`config.mk`:
```
export PLATFORM = sky130hd
export DESIGN_NAME = seq_pattern_tx
export DESIGN_NICKNAME = d
export VERILOG_FILES = /design/src/rtl/seq_pattern_tx.sv
export SDC_FILE = /design/constraint.sdc
export NUM_CORES = 1
export LEC_CHECK = 0
export CORE_ASPECT_RATIO = 1.4
export CORE_MARGIN = 3
export CORE_UTILIZATION = 25
export CTS_BUF_LIST = sky130_fd_sc_hd__clkbuf_8
export DETAILED_ROUTE_END_ITERATION = 7
export SETUP_SLACK_MARGIN = 0.02
export SLEW_MARGIN = 20
export SYNTH_ARGS = -nofsm -noshare
export SYNTH_HDL_FRONTEND = slang
export SYNTH_SLANG_ARGS = --single-unit
```
`constraint.sdc`:
```
create_clock -name clk -period 3.4 [get_ports clk]
set_clock_uncertainty 0.15 [all_clocks]
set_input_delay 0.34 -clock clk [delete_from_list [all_inputs] [get_ports clk]]
set_output_delay 0.34 -clock clk [all_outputs]
set_load 0.05 [all_outputs]
```
`src/rtl/seq_pattern_tx.sv`:
```
// seq_pattern_tx: serial MSB-first pattern transmitter
// with frame repeats, inter-frame gaps, abort and error pulse.
module seq_pattern_tx #(
  parameter int          MAX_LEN     = 16,
  parameter logic [15:0] DEFAULT_PAT = 16'h0009
) (
  input  logic               clk,
  input  logic               rst,
  input  logic               start,
  input  logic [MAX_LEN-1:0] pat,
  input  logic [4:0]         len,
  input  logic [3:0]         rpt,
  input  logic [3:0]         gap,
  input  logic               abort,
  output logic               dout,
  output logic               dout_valid,
  output logic               busy,
  output logic               done,
  output logic               err
);

  typedef enum logic [1:0] {
    S_IDLE,
    S_SEND,
    S_GAP,
    S_DONE
  } state_t;

  localparam logic [MAX_LEN-1:0] ONE = 1;

  state_t r_state, w_state_nx;

  logic [MAX_LEN-1:0] r_pat;
  logic [4:0]         r_len;
  logic [3:0]         r_gap;
  logic [4:0]         r_idx, w_idx_nx;
  logic [3:0]         r_frm, w_frm_nx;
  logic [3:0]         r_gcnt, w_gcnt_nx;
  logic               w_cap;
  logic               w_legal;

  logic [MAX_LEN-1:0] w_pat_nx;
  logic               w_dout_nx;
  logic               w_valid_nx;
  logic               w_busy_nx;
  logic               w_done_nx;
  logic               w_err_nx;

  logic               w_unused;

  assign w_unused = ^DEFAULT_PAT;

  assign w_legal = (len != 5'd0) &&
                   ({27'd0, len} <= MAX_LEN);

  always_ff @(posedge clk or posedge rst) begin
    if (rst) begin
      r_state <= S_IDLE;
      r_idx   <= 5'd0;
      r_frm   <= 4'd0;
      r_gcnt  <= 4'd0;
    end else begin
      r_state <= w_state_nx;
      r_idx   <= w_idx_nx;
      r_frm   <= w_frm_nx;
      r_gcnt  <= w_gcnt_nx;
    end
  end

  // Request values are frozen for the whole transfer
  always_ff @(posedge clk or posedge rst) begin
    if (rst) begin
      r_pat <= '0;
      r_len <= 5'd0;
      r_gap <= 4'd0;
    end else if (w_cap) begin
      r_pat <= pat;
      r_len <= len;
      r_gap <= gap;
    end
  end

  always_comb begin
    w_state_nx = r_state;
    w_idx_nx   = r_idx;
    w_frm_nx   = r_frm;
    w_gcnt_nx  = r_gcnt;
    w_cap      = 1'b0;
    unique case (r_state)
      S_IDLE: begin
        if (start && w_legal) begin
          w_cap      = 1'b1;
          w_state_nx = S_SEND;
          w_idx_nx   = len - 5'd1;
          w_frm_nx   = rpt;
        end
      end
      S_SEND: begin
        if (abort) begin
          w_state_nx = S_IDLE;
        end else if (r_idx != 5'd0) begin
          w_idx_nx = r_idx - 5'd1;
        end else if (r_frm == 4'd0) begin
          w_state_nx = S_DONE;
        end else begin
          w_frm_nx = r_frm - 4'd1;
          if (r_gap == 4'd0) begin
            w_idx_nx = r_len - 5'd1;
          end else begin
            w_state_nx = S_GAP;
            w_gcnt_nx  = r_gap - 4'd1;
          end
        end
      end
      S_GAP: begin
        if (abort) begin
          w_state_nx = S_IDLE;
        end else if (r_gcnt == 4'd0) begin
          w_state_nx = S_SEND;
          w_idx_nx   = r_len - 5'd1;
        end else begin
          w_gcnt_nx = r_gcnt - 4'd1;
        end
      end
      S_DONE: begin
        w_state_nx = S_IDLE;
      end
      default: begin
        w_state_nx = S_IDLE;
      end
    endcase
  end

  // Outputs are decoded from the next state so they can be registered
  always_comb begin
    w_pat_nx   = w_cap ? pat : r_pat;
    w_valid_nx = (w_state_nx == S_SEND);
    w_dout_nx  = w_valid_nx &
                 (|(w_pat_nx & (ONE << w_idx_nx)));
    w_busy_nx  = w_valid_nx | (w_state_nx == S_GAP);
    w_done_nx  = (w_state_nx == S_DONE);
    w_err_nx   = (r_state == S_IDLE) && start && !w_legal;
  end

  always_ff @(posedge clk or posedge rst) begin
    if (rst) begin
      dout       <= 1'b0;
      dout_valid <= 1'b0;
      busy       <= 1'b0;
      done       <= 1'b0;
      err        <= 1'b0;
    end else begin
      dout       <= w_dout_nx;
      dout_valid <= w_valid_nx;
      busy       <= w_busy_nx;
      done       <= w_done_nx;
      err        <= w_err_nx;
    end
  end

endmodule

```
Word-level counts from Yosys, hierarchy flattened --
Cells that the tools add are included.
Word-level totals: register bits after elaboration 45, input port bits 33, output and inout port bits 5, word-level logic and storage cells 83
Cells by class: add/sub/neg operators 6, order comparisons 1, equal/unequal tests 13, shift operators 1, muxes and demuxes 31, bitwise logic cells 3, reduce and logical (&&, ||, !) cells 16
Operators by type and width (number):
- $mux 4 | 10
- $mux 5 | 7
- $and 16x16->16 | 1
- $mux 16 | 1
- $pmux 4 s2 | 2
- $reduce_or 16->1 | 1
- $shl 1x5->16 const A | 1
- $pmux 5 s3 | 1
- $sub 5x1->5 const B | 3
- $mux 2 | 7
- $ne 2x2->1 const B | 7
- $logic_not 4->1 | 3
- $sub 4x1->4 const B | 3
- $reduce_bool 5->1 | 2
- $eq 2x2->1 const B | 4
- $pmux 2 s4 | 1
- $reduce_and 7->1 | 1
- $le 5x5->1 const B | 1
- $reduce_and 5->1 | 1
- $eq 2x1->1 const B | 2
- $logic_and 1x1->1 | 4
- $reduce_bool 2->1 | 2
- $logic_not 2->1 | 1
- $mux 1 | 2
- other kinds (3) | 3

Logic depth before layout (Yosys ltp) --
depth in word-level cells 10, mapped depth 12, gate-level depth less buffers 11

Worst setup path after synthesis --
No wires, ideal clock.
path kind reg-to-reg, start point register r_idx[0], end point register dout, arrival 2.680 ns, slack 0.505 ns, cell stages (with the launch flop) 11, clock period less this slack 2.895 ns, cell sequence dfrtp_1 -> inv_1 -> ha_1 -> or4b_4 -> or4_4 -> o21ai_2 -> a22oi_2 -> and2_4 -> mux2_4 -> a311oi_2 -> o211a_1
Between the ends: cells in the longest elaborated chain, start to end 9, elaborated cells on any way between the ends 18
Ends and longest elaborated chain:
- from (decl) | RTL line 36 | logic [4:0] r_idx, w_idx_nx;
- from (signal assigned) | RTL line 64 | r_idx <= w_idx_nx;
- branches (longest 8 deep; another with $sub 5x1->5)
- $and 1x1->1 (*) | RTL line 138 | w_dout_nx = w_valid_nx &
- net w_dout_nx | RTL line 43 | logic w_dout_nx;
- to (signal assigned) | RTL line 153 | dout <= w_dout_nx;
- to (decl) | RTL line 15 | output logic dout,
Mark *: on every way through the listed nets, which the timed path passes. A chain may end at the register's enable or synchronous reset.

Final worst setup path --
Ends and elaborated chain as after synthesis.

==> results.md <==
- Layout cells sized above 1: 23.1%
- CP Max Fanout: 7
- Period utilisation layout: ~94%
- Die X: between 90 and 100 um
- H-tree levels: 2
- CTS root buf: clkbuf_8
- Die Footprint: ~12000 sq um
- Via Count: 2038
- Synth async-reset ratio: between 90% and 100%
- Clock power share: 12.9%
- Final setup viols: 0
- Synth area leader: dfrtp_1
- CTS tree: yes
- Post-synth EDFFs: 0
- Unique masters post-synth: 48
- Yosys reg bits: 45
- GRT Residual Overflow: 0
- Arr. time, crit path: 3240 ps
- Routed vias/inst: ~4.7
- Internal power: between 0.001 and 0.0015 W
- Die H: ~130 um
- Combinational power share: roughly half
- Top FF cell, synth: dfrtp_1
- Max_cap viols: 0
- CP Class: flip-flop to flip-flop
- Bufs on Longest Clock Path: 2
- Initial Utilization: 25.9%
- Multi-input logic area: roughly 1400 sq um
- Design Power: between 0.002 and 0.0025 W
- Gpl congestion: between 0.9 and 1
- Worst vdd ir: roughly 280 uV
- Post-CTS Setup Bufs: 0
- Layout Utilization: roughly 33%
- # nets final: 340
- Sw frac: between 30% and 40%
- Total I/O pin count: 38
- Core ar.: 10000 sq um
- DRC Markers: 0
- Post-Syn Area: between 2000 and 3000 sq um
- Synth top area share: a little over two fifths
- Pwr dens: 716 nW/um^2
- Vias in the first global route: ~2200
- DP Wirelength: 5.19 mm
- Total Neg Setup Slack: 0 ps
- Sequential power share: a little under two fifths
- Relative slew slack: between 60% and 70%
- Initial antenna violation count: 0
- Fmax: 312 MHz
- Detailed Route WL: between 6 and 7 mm
- First-pass GRT wire length: about 11 mm
- Fillers: 1058
- Status: complete, no violations
- Post-Syn Instances: between 200 and 250
- Overall Global Routing Usage: 11.5%
- Area grow syn2layout: 27.6%
- Ys Warns: 0
- Most common library cells after synthesis: 45 x dfrtp_1, 24 x mux2_2, 19 x inv_1
- Site row count: 43
- Syn nets: around 290
- Clock transition at the registers of the reported paths: roughly 90 ps
- Fin. Hold Viols: 0
- Pleak: between 1 and 1.5 nW
- DR iter-0 viols: 76
- Cts bufs inserted: 5
- Min Tclk post-route: about 3200 ps
- Mapped Avg Cell Area: 10.4 sq um
- Port Buffer Count: 37
- FF+latch area: ~1100 sq um
- Antenna Cells: 0
- Drt first pass iters: 4
- Sequential area share after synthesis: a little over two fifths
- Worst EP required: about 3400 ps
- Largest net degree at the start of global routing: 29
- Detailed-route wire length per cell: about 15 um
- RSZ-0062 raised after global routing: no
- Slew @ Worst Pin: between 500 and 600 ps
- Startpoint Class: flip-flop
- Worst-Skew Late Latency: about 290 ps
- Top-count cell post-synth: dfrtp_1
- Net Switching: about 0.00091 W
- Worst Hold Class: input pin to async pin
- Critical Path End Type: flip-flop
- Slew Viols, Final: 0
- Antenna-violating nets left: 0
- Area contributors post-synth: dfrtp_1 43%, mux2_2 10%, mux2i_1 3.9%, ha_1 3.4%, inv_1 2.8%
- # clock sinks: between 40 and 50
[layout by cell type (no fill, tap or decap), types with 2 or more instances in the layout]
master,n
nor3_1,6
or4_4,3
a21boi_0,2
inv_1,18
a22oi_1,3
a221oi_1,3
nor4_1,5
nor2_1,11
clkbuf_8,5
xnor2_1,3
nand2_1,18
dfrtp_1,45
a31oi_1,2
nor4b_4,2
buf_4,15
xor2_1,2
a21oi_1,12
ha_1,7
mux2_2,24
nor2b_1,4
or2_2,5
nor3b_2,2
or3b_2,3
mux2i_1,10
o211ai_1,3
nor3b_1,2
a22o_1,3
nand3_1,5
clkdlybuf4s50_1,37
nand3b_1,2
o21ai_0,13
nand2b_1,4
[state kept, by name, indices dropped and copies added, names as in the netlist, 2 cells and up]
name and cells:
r_state 2, r_frm 4, r_gap 4, r_idx 5, r_len 5, r_gcnt 4, r_pat 16
[metrics by stage]
stage                     cell area [sq um]  hold WS [ps]  cells  setup slack (ps)
final                                  3310           277    434               193
after global routing                   3310           337    434              28.6
after CTS                              3290           344    434               124
after detailed placement               3220           330    428              -159
after global placement                 3220           336    428             -57.7
after floorplan                        2590           300    249               505
[cell families (layout without fill, tap and decap cells)]
group,after synthesis,count (layout),share of synthesized area (%)
AO/OA/AOI/OAI,54,54,14.2
flip-flops,45,45,43.5
buffers and inverters,28,78,4.39
adder cells (fa/ha/maj),7,7,3.38
XOR/XNOR,6,6,2.03
multiplexers,35,35,14.9
AND/OR/NAND/NOR,74,74,17.6
[power by group through the flow]
stage | logic [W] | clock network [W] | registers (W)
after global placement | 0.00116 | 0 | 0.000901
after global routing | 0.00129 | 0.000345 | 0.000929
after CTS | 0.00118 | 0.000324 | 0.000897
final | 0.00117 | 0.000305 | 0.000897
after detailed placement | 0.00117 | 0 | 0.000908
after floorplan | 0.000816 | 0 | 0.000910
[timing repair]
action | in CTS | in global routing
resized for setup | 0 | 2
hold buffers | 0 | 0
endpoints found under the setup margin | 0 | 1
[per-layer routing]
metal / vias to the layer above / global-route usage [%] / routed length, um
met1: 987 / 12.5 / 2550
li1: 998 / - / -
met2: 35 / 21.6 / 3550
met4: 0 / 4.72 / 194
met3: 18 / 2.19 / 182
met5: - / 0 / 0
[path summary, 6_finish.rpt]
path | cells past startpoint | end | start | slack [ps]
max | 10 | dout$_DFF_PP0_ | r_idx[0]$_DFF_PP0_ | 190
min | 2 | busy$_DFF_PP0_ | rst | 280
max reg2reg | 10 | dout$_DFF_PP0_ | r_idx[0]$_DFF_PP0_ | 190
min reg2reg | 1 | r_pat[15]$_DFF_PP0_ | r_pat[15]$_DFF_PP0_ | 350
max in group asynchronous | 3 | r_len[2]$_DFFE_PP0P_ | rst | 2150
min in group clk | 1 | r_pat[15]$_DFF_PP0_ | r_pat[15]$_DFF_PP0_ | 350
[critical path, cell delays in order (launching register included)]
cell,delay (ps)
dfrtp_1,410
inv_1,120
ha_1,240
nor4b_4,380
nor3_1,90
o31a_1,330
nor4b_4,430
mux2_2,390
a221oi_1,300
o21ai_0,120
o211a_1,120
[layout make-up]
type	instances	area share (%)
clock inverter	1	0.151
sequential	45	34.1
inverter	19	2.16
multi-input combinational	176	41.2
tap	135	5.11
clock buffer	5	2.08
timing repair buffer	53	15.2
(Power assumes the default switching activity.)
